===== config.mk =====
export PLATFORM = sky130hd
export DESIGN_NAME = dmem_access_unit_flat
export DESIGN_NICKNAME = d
export VERILOG_FILES = /design/src/rtl/dmem_access_unit_if.sv /design/src/rtl/dmem_access_unit.sv /design/src/flat_wrapper.sv
export SDC_FILE = /design/constraint.sdc
export NUM_CORES = 1
export LEC_CHECK = 0
export CORE_ASPECT_RATIO = 1.25
export CORE_MARGIN = 2
export CORE_UTILIZATION = 43
export CTS_BUF_LIST = sky130_fd_sc_hd__clkbuf_16
export DETAILED_ROUTE_END_ITERATION = 10
export PLACE_DENSITY = 0.86
export SYNTH_ARGS = -nofsm -noshare
export SYNTH_HDL_FRONTEND = slang
export SYNTH_SLANG_ARGS = --single-unit

===== constraint.sdc =====
create_clock -name clk_i -period 4.6 [get_ports clk_i]
set_input_delay 0.69 -clock clk_i [delete_from_list [all_inputs] [get_ports clk_i]]
set_output_delay 0.69 -clock clk_i [all_outputs]
set_load 0.02 [all_outputs]

===== src/rtl/dmem_access_unit_if.sv =====
// Data-memory request/ack bus between the MEM-stage access unit and a variable-latency memory.
// The master holds a request with stable address/data until the memory acks it or the master aborts.
interface dmem_access_unit_if;
    logic        mem_req_o;
    logic        mem_we_o;
    logic [31:0] mem_addr_o;
    logic [31:0] mem_wdata_o;
    logic        mem_ack_i;
    logic [31:0] mem_rdata_i;

    modport master (
        output mem_req_o,
        output mem_we_o,
        output mem_addr_o,
        output mem_wdata_o,
        input  mem_ack_i,
        input  mem_rdata_i
    );

    modport slave (
        input  mem_req_o,
        input  mem_we_o,
        input  mem_addr_o,
        input  mem_wdata_o,
        output mem_ack_i,
        output mem_rdata_i
    );
endinterface


===== src/rtl/dmem_access_unit.sv =====
// MEM-stage load/store controller: stalls the pipeline for 1 + (REQ cycles) per aligned access.
// Backpressure is the memory ack; a missing ack aborts after ACK_TIMEOUT REQ cycles with a sticky error.
module dmem_access_unit #(
    parameter int unsigned ACK_TIMEOUT = 255
) (
    input  logic        clk_i,
    input  logic        rst_n_i,
    input  logic        MemRead_i,
    input  logic        MemWrite_i,
    input  logic [31:0] addr_i,
    input  logic [31:0] wdata_i,
    input  logic        RegWrite_i,
    input  logic        MemtoReg_i,
    input  logic [4:0]  WriteBackPath_i,
    dmem_access_unit_if.master mem,
    output logic        stall_o,
    output logic [31:0] mux0_o,
    output logic [31:0] mux1_o,
    output logic        RegWrite_o,
    output logic        MemtoReg_o,
    output logic [4:0]  WriteBackPath_o,
    output logic        err_o
);
    typedef enum logic [1:0] {S_IDLE, S_REQ, S_DONE} state_t;

    localparam logic [7:0] CNT_LAST = 8'(ACK_TIMEOUT - 1);

    state_t      state_q, state_d;
    logic        req_q, req_d;
    logic        we_q, we_d;
    logic [31:0] addr_q, addr_d;
    logic [31:0] wdata_q, wdata_d;
    logic [31:0] rdata_q, rdata_d;
    logic [7:0]  cnt_q, cnt_d;
    logic        err_q, err_d;
    logic        stall;

    logic access, misaligned;
    assign access     = MemRead_i | MemWrite_i;
    assign misaligned = access & (addr_i[1:0] != 2'b00);

    always_ff @(posedge clk_i or negedge rst_n_i) begin
        if (!rst_n_i) begin
            state_q <= S_IDLE;
            req_q   <= 1'b0;
            we_q    <= 1'b0;
            addr_q  <= '0;
            wdata_q <= '0;
            rdata_q <= '0;
            cnt_q   <= '0;
            err_q   <= 1'b0;
        end else begin
            state_q <= state_d;
            req_q   <= req_d;
            we_q    <= we_d;
            addr_q  <= addr_d;
            wdata_q <= wdata_d;
            rdata_q <= rdata_d;
            cnt_q   <= cnt_d;
            err_q   <= err_d;
        end
    end

    always_comb begin
        state_d = state_q;
        req_d   = req_q;
        we_d    = we_q;
        addr_d  = addr_q;
        wdata_d = wdata_q;
        rdata_d = rdata_q;
        cnt_d   = cnt_q;
        err_d   = err_q;
        stall   = 1'b0;
        unique case (state_q)
            S_IDLE: begin
                if (access && !misaligned) begin
                    // Both MemRead and MemWrite high resolves to a write.
                    state_d = S_REQ;
                    req_d   = 1'b1;
                    we_d    = MemWrite_i;
                    addr_d  = {addr_i[31:2], 2'b00};
                    wdata_d = wdata_i;
                    cnt_d   = '0;
                    stall   = 1'b1;
                end else if (misaligned) begin
                    err_d   = 1'b1;
                    rdata_d = '0;
                end
            end
            S_REQ: begin
                stall = 1'b1;
                if (mem.mem_ack_i) begin
                    state_d = S_DONE;
                    req_d   = 1'b0;
                    if (!we_q) rdata_d = mem.mem_rdata_i;
                end else if (cnt_q == CNT_LAST) begin
                    state_d = S_DONE;
                    req_d   = 1'b0;
                    err_d   = 1'b1;
                    if (!we_q) rdata_d = 32'hDEADBEEF;
                end else begin
                    cnt_d = cnt_q + 8'd1;
                end
            end
            // DONE lets EX/MEM advance without looking at the still-present old instruction.
            S_DONE:  state_d = S_IDLE;
            default: state_d = S_IDLE;
        endcase
    end

    assign mem.mem_req_o   = req_q;
    assign mem.mem_we_o    = we_q;
    assign mem.mem_addr_o  = addr_q;
    assign mem.mem_wdata_o = wdata_q;

    // Held-over access inputs must not freeze the pipeline while reset is asserted.
    assign stall_o         = rst_n_i & stall;
    assign mux0_o          = addr_i;
    assign mux1_o          = rdata_q;
    assign RegWrite_o      = RegWrite_i & ~stall_o;
    assign MemtoReg_o      = MemtoReg_i;
    assign WriteBackPath_o = WriteBackPath_i;
    assign err_o           = err_q;
endmodule


===== src/flat_wrapper.sv =====
// flat-port wrapper written by rule: the top's interface ports become plain ports
module dmem_access_unit_flat 
#(
    parameter int unsigned ACK_TIMEOUT = 255
)
  (clk_i, rst_n_i, MemRead_i, MemWrite_i, addr_i, wdata_i, RegWrite_i, MemtoReg_i, WriteBackPath_i, stall_o, mux0_o, mux1_o, RegWrite_o, MemtoReg_o, WriteBackPath_o, err_o, mem_mem_req_o, mem_mem_we_o, mem_mem_addr_o, mem_mem_wdata_o, mem_mem_ack_i, mem_mem_rdata_i);
  dmem_access_unit_if mem_i ();
  input  logic clk_i;
  input  logic rst_n_i;
  input  logic MemRead_i;
  input  logic MemWrite_i;
  input  logic [31:0] addr_i;
  input  logic [31:0] wdata_i;
  input  logic RegWrite_i;
  input  logic MemtoReg_i;
  input  logic [4:0] WriteBackPath_i;
  output logic stall_o;
  output logic [31:0] mux0_o;
  output logic [31:0] mux1_o;
  output logic RegWrite_o;
  output logic MemtoReg_o;
  output logic [4:0] WriteBackPath_o;
  output logic err_o;
  output wire logic [$bits(mem_i.mem_req_o)-1:0] mem_mem_req_o;
  output wire logic [$bits(mem_i.mem_we_o)-1:0] mem_mem_we_o;
  output wire logic [$bits(mem_i.mem_addr_o)-1:0] mem_mem_addr_o;
  output wire logic [$bits(mem_i.mem_wdata_o)-1:0] mem_mem_wdata_o;
  input wire logic [$bits(mem_i.mem_ack_i)-1:0] mem_mem_ack_i;
  input wire logic [$bits(mem_i.mem_rdata_i)-1:0] mem_mem_rdata_i;
  assign mem_mem_req_o = mem_i.mem_req_o;
  assign mem_mem_we_o = mem_i.mem_we_o;
  assign mem_mem_addr_o = mem_i.mem_addr_o;
  assign mem_mem_wdata_o = mem_i.mem_wdata_o;
  assign mem_i.mem_ack_i = mem_mem_ack_i;
  assign mem_i.mem_rdata_i = mem_mem_rdata_i;
  dmem_access_unit #(.ACK_TIMEOUT(ACK_TIMEOUT)) u_core (.clk_i(clk_i), .rst_n_i(rst_n_i), .MemRead_i(MemRead_i), .MemWrite_i(MemWrite_i), .addr_i(addr_i), .wdata_i(wdata_i), .RegWrite_i(RegWrite_i), .MemtoReg_i(MemtoReg_i), .WriteBackPath_i(WriteBackPath_i), .mem(mem_i), .stall_o(stall_o), .mux0_o(mux0_o), .mux1_o(mux1_o), .RegWrite_o(RegWrite_o), .MemtoReg_o(MemtoReg_o), .WriteBackPath_o(WriteBackPath_o), .err_o(err_o));
endmodule

==> results of run 1 <==
## final cells by class
class,instances,area share [%]
Timing Repair Buffer,236,32.67
Clock inverter,7,1.061
Clock buffer,9,3.132
Tap cell,132,2.296
Sequential cell,107,37.23
Multi-Input combinational cell,182,21.99
Inverter,31,1.618
## state kept, by name, summed over array words and instances (netlist names)
register	count
u_core.mem.mem_wdata_o	32
u_core.mux1_o	32
u_core.mem.mem_addr_o	30
u_core.cnt_q	8
u_core.state_q	2
u_core.err_o	1
u_core.mem.mem_req_o	1
u_core.mem.mem_we_o	1
## cells in the final DEF (no fill, tap or decap), types with 5 or more instances in the layout
cell	instances
buf_4	5
nor2_1	8
mux2i_1	25
and3_1	9
mux2_1	6
clkbuf_16	9
clkdlybuf4s50_1	231
inv_1	31
o21ai_0	30
mux2_2	65
dfrtp_1	107
## power by group through the flow
stage / Clock [mW] / Sequential (mW) / Combinational (mW)
2_1_floorplan: 0 / 1.58 / 0.375
3_3_place_gp: 0 / 1.32 / 1.24
3_5_place_dp: 0 / 1.33 / 1.28
4_1_cts: 0.795 / 1.32 / 1.28
5_1_grt: 0.852 / 1.35 / 1.34
6_report: 0.775 / 1.32 / 1.26
## synth_stat cells
| cell | n | area, µm² |
|---|---|---|
| a21o_1 | 2 | 15.01 |
| a21oi_1 | 4 | 20.02 |
| a221o_1 | 1 | 10.01 |
| a22o_1 | 1 | 8.760 |
| a31oi_1 | 2 | 12.51 |
| and2b_1 | 1 | 7.510 |
| and3_1 | 9 | 56.30 |
| buf_2 | 4 | 20.02 |
| buf_4 | 45 | 337.8 |
| buf_6 | 1 | 11.26 |
| clkbuf_1 | 6 | 22.52 |
| conb_1 | 1 | 3.750 |
| dfrtp_1 | 107 | 2678 |
| ha_1 | 2 | 25.02 |
| inv_1 | 31 | 116.4 |
| mux2_1 | 6 | 67.56 |
| mux2_2 | 65 | 732.0 |
| mux2i_1 | 25 | 250.2 |
| nand2b_1 | 1 | 6.260 |
| nand3_1 | 4 | 20.02 |
| nand3b_1 | 1 | 7.510 |
| nand4_1 | 2 | 12.51 |
| nor2_1 | 8 | 30.03 |
| nor2b_1 | 1 | 6.260 |
| nor3_1 | 4 | 20.02 |
| nor3b_2 | 1 | 12.51 |
| nor4_1 | 1 | 6.260 |
| nor4b_2 | 1 | 15.01 |
| o211a_1 | 1 | 10.01 |
| o21a_1 | 2 | 15.01 |
| o21ai_0 | 30 | 150.1 |
| o21ai_2 | 2 | 17.52 |
| o21bai_1 | 1 | 7.510 |
| o31a_1 | 1 | 8.760 |
| o31ai_1 | 1 | 7.510 |
## kinds of logic after synthesis
| kind of cell | after synthesis | share of synthesized area [%] |
|---|---|---|
| and+or+nand+nor | 34 | 4.217 |
| other | 1 | 0.07900 |
| muxes | 96 | 22.11 |
| buffers and inverters | 87 | 10.70 |
| DFF | 107 | 56.40 |
| adders and majority gates | 2 | 0.5271 |
| AOI/OAI and AO/OA | 48 | 5.957 |
## layer usage
metal	up-vias	routed length [µm]
met4	0	154
met1	1780	4532
met5	-	0
li1	1630	-
met3	14	772
met2	129	6491
## worst max-delay path, cell delays in order
cell and delay (ns):
clkdlybuf4s50_1 0.43, nor2_1 0.37, nor3_1 0.12, o211a_1 0.27, nor2b_1 0.11, clkdlybuf4s50_1 0.61
## stage by stage
stage                     cell area, µm²  utilization, %  cells  hold WS (ns)
after CTS                           7192           67.42    704        0.3682
after global placement              6890           64.59    688        0.4647
after detailed placement            6890           64.59    688        0.4653
after floorplan                     4751               -    376        0.3944
final                               7192           67.42    704        0.3428
after global routing                7192           67.42    704        0.3807
## worst paths after layout
check | from | to | slack (ns) | cells after the start
hold / removal | rst_n_i | u_core.mux1_o[5]$_DFFE_PN0P_ | 0.34 | 1
max in group asynchronous | rst_n_i | u_core.cnt_q[0]$_DFFE_PN0P_ | 3.03 | 2
setup / recovery | MemWrite_i | RegWrite_o | 1.31 | 6
setup reg to reg | u_core.state_q[1]$_DFFE_PN0P_ | u_core.mux1_o[10]$_DFFE_PN0P_ | 2.45 | 5
min in group clk_i | u_core.mem.mem_req_o$_DFFE_PN0P_ | u_core.mem.mem_req_o$_DFFE_PN0P_ | 0.49 | 1
hold reg to reg | u_core.mem.mem_req_o$_DFFE_PN0P_ | u_core.mem.mem_req_o$_DFFE_PN0P_ | 0.49 | 1
==> flow_summary.json, run 1 <==
{
  "firstDrtPassIters": 4,
  "wirelength_um": 11950,
  "p_total_mw": 3.353,
  "switching_power_mw": 1.086,
  "worstSetupPathType": "in -> out",
  "regArea_um2": 2678,
  "grt_pass1_vias": 3819,
  "drv_cap": 0,
  "die_y_um": 121.5,
  "worstSetupEndpointType": "output pin",
  "pwr-share-comb_pct": 37.7,
  "grt_pass1_wl_um": 19550,
  "synthesis.area_um2": 4747,
  "met2_usage_pct": 38.23,
  "hold_class": "in -> async",
  "worstMarginPinSlew_ns": 0.9786,
  "crit_required_ns": 3.91,
  "fmax_ghz": 0.3044,
  "initial_core_util_pct": 44.50,
  "viasPerCell": 5.047,
  "core-area_um2": 10670,
  "seqPwrFrac_pct": 39.2,
  "routabilityCongestion": 0.8001,
  "grt_max_degree": 65,
  "p_per_area_nw_per_um2": 466.2,
  "cts_hold_buf": 0,
  "multi_input_area_um2": 1582,
  "ir_worst_vdd_mv": 0.2352,
  "cts_num_sinks": 107,
  "power.internal_mw": 2.267,
  "status": "finished clean",
  "cts_max_level": 3,
  "syn_inst": 375,
  "antenna_found_initial": 0,
  "insertion_delay_ns": 0.34,
  "slew_headroom_pct": 34.76,
  "ys_types": 35,
  "place.detailed.hpwl_um": 9009,
  "cts_setup_buffers": 0,
  "grt_remaining_overflow": 0,
  "vias": 3553,
  "syn_avg_cell_area_um2": 12.66,
  "startpoint_type": "primary input",
  "yosys_warnings": 0,
  "ys_ff_latch": 107,
  "path_max_fanout": 4,
  "setup_tns_ns": 0,
  "sw_frac_of_total_pct": 32.40,
  "io_buffers": 232,
  "period_needed_ns": 3.285,
  "dieArea_um2": 11900,
  "grt_setup_unrepaired": "no",
  "ant_nets": 0,
  "arrival_ns": 2.60,
  "cts-root-buf": "clkbuf_16",
  "die_width_um": 97.98,
  "cts_buffers": 9,
  "rows": 42,
  "drc": 0,
  "finalHoldViolations": 0,
  "setup_slack_ns": 1.315,
  "finClkSkew_ns": 0.007334,
  "syn_to_final_growth_pct": 51.50,
  "io_pins": 247,
  "num-fill-cells": 771,
  "setup_viol": 0,
  "ctsLongestPathBuffers": 2,
  "nNetsFinal": 677,
  "routedWlPerCell_um": 16.97,
  "maxSlewViolCount": 0,
  "clkTransAtPathRegs_ns": 0.07,
  "cts_resized": 0,
  "top_usage_layer": "met2",
  "drt_iter0_drc": 112,
  "drive_gt1_share_pct": 15.73,
  "period_share_pct": 71.41,
  "cts_tree": "done",
  "yosysSeqAreaShare_pct": 56.40,
  "pwr-share-clk_pct": 23.1,
  "met1_usage_pct": 23.42,
  "grt_use_total_pct": 20.65,
  "leakage_nw": 3.103,
  "antenna_cells": 0,
  "dp_worst_setup_slack_ns": 1.316,
  "use_met3_pct": 5.184
}
Note: power is estimated with default switching activity, not from simulation.
==> run 2: changes to the inputs <==
--- a/config.mk
+++ b/config.mk
@@ -7,10 +7,10 @@
 export LEC_CHECK = 0
 export CORE_ASPECT_RATIO = 1.25
 export CORE_MARGIN = 2
-export CORE_UTILIZATION = 43
+export CORE_UTILIZATION = 40
 export CTS_BUF_LIST = sky130_fd_sc_hd__clkbuf_16
 export DETAILED_ROUTE_END_ITERATION = 10
-export PLACE_DENSITY = 0.86
+export PLACE_DENSITY = 0.81
 export SYNTH_ARGS = -nofsm -noshare
 export SYNTH_HDL_FRONTEND = slang
 export SYNTH_SLANG_ARGS = --single-unit
==> constraint.sdc (replaced) <==
create_clock -name clk_i -period 3.1 [get_ports clk_i]
set_input_delay 0.465 -clock clk_i [delete_from_list [all_inputs] [get_ports clk_i]]
set_output_delay 0.465 -clock clk_i [all_outputs]
set_load 0.02 [all_outputs]
==> flow_summary.json, run 2 (synthesis gave the netlist of run 1 again) <==
{
  "status": "finished clean",
  "die_width_um": 101.4,
  "core-area_um2": 11620,
  "io_pins": 247,
  "period_share_pct": 89.37,
  "grt_max_degree": 69,
  "cts_hold_buf": 0,
  "grt_pass1_wl_um": 18540,
  "clkTransAtPathRegs_ns": 0.07,
  "ctsLongestPathBuffers": 2,
  "dieArea_um2": 12760,
  "grt_pass1_vias": 3714,
  "cts_resized": 0,
  "ir_worst_vdd_mv": 0.3868,
  "place.detailed.hpwl_um": 8961,
  "insertion_delay_ns": 0.34,
  "setup_tns_ns": 0,
  "wirelength_um": 11740,
  "cts_num_sinks": 107,
  "nNetsFinal": 682,
  "dpl.cell_count": 722,
  "p_per_area_nw_per_um2": 681.3,
  "drt_iter0_drc": 98,
  "hold_class": "in -> async",
  "grt_remaining_overflow": 0,
  "p_total_mw": 4.960,
  "viasPerCell": 4.883,
  "met1_usage_pct": 20.39,
  "startpoint_type": "primary input",
  "use_met3_pct": 5.549,
  "fmax_ghz": 0.3610,
  "finalHoldViolations": 0,
  "path_max_fanout": 4,
  "worstMarginPinSlew_ns": 0.9595,
  "syn_to_final_growth_pct": 53.37,
  "cts_max_level": 3,
  "cts_setup_buffers": 0,
  "top_usage_layer": "met2",
  "drv_cap": 0,
  "period_needed_ns": 2.770,
  "routabilityCongestion": 0.8298,
  "finClkSkew_ns": 0.008330,
  "drive_gt1_share_pct": 16.29,
  "fin_cells": 738,
  "antenna_cells": 0,
  "cts_buffers": 9,
  "grt_setup_unrepaired": "no",
  "initial_core_util_pct": 40.87,
  "layout_commonest_cell": "clkdlybuf4s50_1",
  "cts-root-buf": "clkbuf_16",
  "die_y_um": 125.8,
  "worstSetupEndpointType": "output pin",
  "worstSetupPathType": "in -> out",
  "firstDrtPassIters": 7,
  "layout_common_cells": "clkdlybuf4s50_1, dfrtp_1, mux2_2",
  "setup_viol": 0,
  "routedWlPerCell_um": 15.91,
  "slew_headroom_pct": 36.04,
  "leakage_nw": 3.137,
  "rows": 44,
  "drc": 0,
  "cts_tree": "done",
  "arrival_ns": 2.31,
  "ant_nets": 0,
  "crit_required_ns": 2.63,
  "grt_use_total_pct": 18.41,
  "maxSlewViolCount": 0,
  "io_buffers": 232,
  "antenna_found_initial": 0,
  "met2_usage_pct": 33.27,
  "vias": 3604
}
## run 2: worst paths after layout
| path | from | to | slack, ns | cells after the start |
|---|---|---|---|---|
| max | MemWrite_i | RegWrite_o | 0.33 | 6 |
| min | rst_n_i | u_core.mem.mem_addr_o[8]$_DFFE_PN0P_ | 0.21 | 2 |
| max reg2reg | u_core.state_q[1]$_DFFE_PN0P_ | u_core.mem.mem_req_o$_DFFE_PN0P_ | 0.99 | 3 |
| min reg2reg | u_core.err_o$_DFFE_PN0P_ | u_core.err_o$_DFFE_PN0P_ | 0.48 | 1 |
| max in group asynchronous | rst_n_i | u_core.mem.mem_wdata_o[5]$_DFFE_PN0P_ | 1.66 | 3 |
| min in group clk_i | u_core.err_o$_DFFE_PN0P_ | u_core.err_o$_DFFE_PN0P_ | 0.48 | 1 |
## run 2: layer usage
metal  part of all wire (%)  vias up  wire length [µm]
met5                      0        -                 0
met2                     54      165              6335
li1                       -     1638                 -
met1                     36     1772              4265
met3                    7.9       29               924
met4                    1.9        0               218
## run 2: per-stage QoR
step / cell area, µm² / util [%] / hold WS, ns / setup WS, ns
after floorplan: 4751 / - / 0.1694 / 1.262
after global placement: 6989 / 60.17 / 0.4603 / 0.3400
after detailed placement: 6989 / 60.17 / 0.4640 / 0.3264
after CTS: 7281 / 62.68 / 0.2234 / 0.3189
after global routing: 7281 / 62.68 / 0.2411 / 0.1939
final: 7281 / 62.68 / 0.2100 / 0.3296
## run 2: where the power goes
group | switching (mW) | internal [mW]
clock | 0.491 | 0.624
sequential | 0.210 | 1.74
combinational | 0.887 | 1.01
total | 1.59 | 3.37
## run 2: area by class of cell
cell class / instances / area [µm²]
fill: 918 / 4335
sequential: 107 / 2678
timing repair buffer: 241 / 2412
multi-input combinational: 182 / 1582
clock buffer: 9 / 225.2
tap: 161 / 201.4
inverter: 31 / 116.4
clock inverter: 7 / 66.31
## run 2: worst max-delay path: stages
cell and delay [ns]:
clkdlybuf4s50_1 0.43, nor2_1 0.36, nor3_1 0.09, o211a_1 0.23, nor2b_1 0.11, clkdlybuf4s50_1 0.62
==> run 3: changes to the inputs <==
==> constraint.sdc (replaced) <==
create_clock -name clk_i -period 2.8 [get_ports clk_i]
set_input_delay 0.42 -clock clk_i [delete_from_list [all_inputs] [get_ports clk_i]]
set_output_delay 0.42 -clock clk_i [all_outputs]
set_load 0.02 [all_outputs]
==> flow_summary.json, run 3 (synthesis gave the netlist of run 1 again) <==
{
  "status": "finished clean",
  "slew_headroom_pct": 43.32,
  "worstMarginPinSlew_ns": 0.8503,
  "antenna_cells": 0,
  "crit_cells": 6,
  "slowest_delay_ns": 0.62,
  "worstSetupEndpointType": "output pin",
  "routabilityCongestion": 0.8506,
  "path_buf_inv": 2,
  "dieArea_um2": 12760,
  "ir_worst_vdd_mv": 0.4473,
  "place.detailed.hpwl_um": 8865,
  "grt_use_total_pct": 18.59,
  "period_needed_ns": 2.530,
  "hold_class": "in -> async",
  "io_buffers": 232,
  "hold_ws_ns": 0.1610,
  "insertion_delay_ns": 0.34,
  "period_share_pct": 90.35,
  "cts_max_level": 3,
  "dp_worst_setup_slack_ns": 0.2379,
  "firstDrtPassIters": 4,
  "cts-root-buf": "clkbuf_16",
  "worstRegToRegCells": 7,
  "ctsLongestPathBuffers": 2,
  "fmax_ghz": 0.3953,
  "wirelength_um": 11680,
  "cts_buffers": 9,
  "layout_common_cells": "clkdlybuf4s50_1, dfrtp_1, mux2_2",
  "r2r-end": "u_core.mux1_o[30]$_DFFE_PN0P_",
  "drc": 0,
  "layout_commonest_cell": "clkdlybuf4s50_1",
  "cts_resized": 0,
  "rows": 44,
  "drv_cap": 0,
  "setup_tns_ns": 0,
  "cts_tree": "done",
  "maxSlewViolCount": 0,
  "r2r-start": "u_core.cnt_q[0]$_DFFE_PN0P_",
  "crit_chain": "clkdlybuf4s50_1 > nor2_1 > nor3_1 > o211a_1 > nor2b_1 > clkdlybuf4s50_1",
  "grt_pass1_vias": 3832,
  "drt_iter0_drc": 104,
  "cts_num_sinks": 107,
  "ff2ff_setup_slack_ns": 0.89,
  "grt_remaining_overflow": 0,
  "crit_required_ns": 2.38,
  "p_per_area_nw_per_um2": 741.8,
  "antenna_found_initial": 0,
  "die_width_um": 101.4,
  "grt_setup_unrepaired": "no",
  "viasPerCell": 4.844,
  "setup_slack_ns": 0.2701,
  "ant_nets": 0,
  "dr.max_layer_used": "met4",
  "crit_top_cell": "clkdlybuf4s50_1",
  "drive_gt1_share_pct": 15.94,
  "finalHoldViolations": 0,
  "grt_max_degree": 69,
  "path_delay_family": "buffers and inverters",
  "arrival_ns": 2.11,
  "path_max_fanout": 2,
  "nNetsFinal": 682,
  "drt-met1-wl_um": 4418,
  "setup_viol": 0,
  "die_y_um": 125.8,
  "worstSetupPathType": "in -> out",
  "startpoint_type": "primary input",
  "core-area_um2": 11620,
  "cts_setup_buffers": 0,
  "vias": 3575,
  "slowest_stage": "clkdlybuf4s50_1",
  "finClkSkew_ns": 0.008051,
  "clkTransAtPathRegs_ns": 0.07,
  "cts_hold_buf": 0,
  "grt_pass1_wl_um": 18650,
  "leakage_nw": 3.119,
  "met2_length_um": 6159,
  "met3_length_um": 843,
  "initial_core_util_pct": 40.87,
  "io_pins": 247,
  "routedWlPerCell_um": 15.83,
  "syn_to_final_growth_pct": 52.90
}
run 3: cell types whose count changed in the layout (fill, tap and decap cells not counted), sizes merged:
cell,before,now
clkinv,5,3
clkinvlp,0,2
bufinv,1,0
inv,32,33
run 3: final cells by class:
type                            instances  area [µm²]
Fill cell                             926        4358
Clock buffer                            9       225.2
Multi-Input combinational cell        182        1582
Clock inverter                          7       43.79
Timing Repair Buffer                  241        2412
Sequential cell                       107        2678
Tap cell                              161       201.4
Inverter                               31       116.4
run 3: where the power goes:
part,total [mW],leakage (nW),internal [mW],switching [mW]
sequential,2.16,1.33,1.93,0.232
clock,1.15,0.128,0.599,0.547
combinational,2.08,1.66,1.11,0.971
run 3: worst max-delay path by stage:
| stage | endpoint | start |
|---|---|---|
| detailed placement | RegWrite_o | MemWrite_i |
| CTS | RegWrite_o | MemWrite_i |
| finish | RegWrite_o | MemWrite_i |
| global route | RegWrite_o | MemWrite_i |
| global placement | RegWrite_o | MemWrite_i |
| floorplan | RegWrite_o | MemWrite_i |
run 3: metal layers:
layer	global-route usage, %	up-vias
li1	-	1638
met3	4.384	21
met4	7.949	0
met5	0	-
met1	20.57	1763
met2	33.46	153
run 3: through the flow:
stage	power (mW)	cell area [µm²]	cells	utilization (%)
after floorplan	3.220	4751	376	-
after global placement	4.227	6989	722	60.17
after detailed placement	4.293	6989	722	60.17
after CTS	5.459	7258	738	62.48
after global routing	5.671	7258	738	62.48
final	5.384	7258	738	62.48
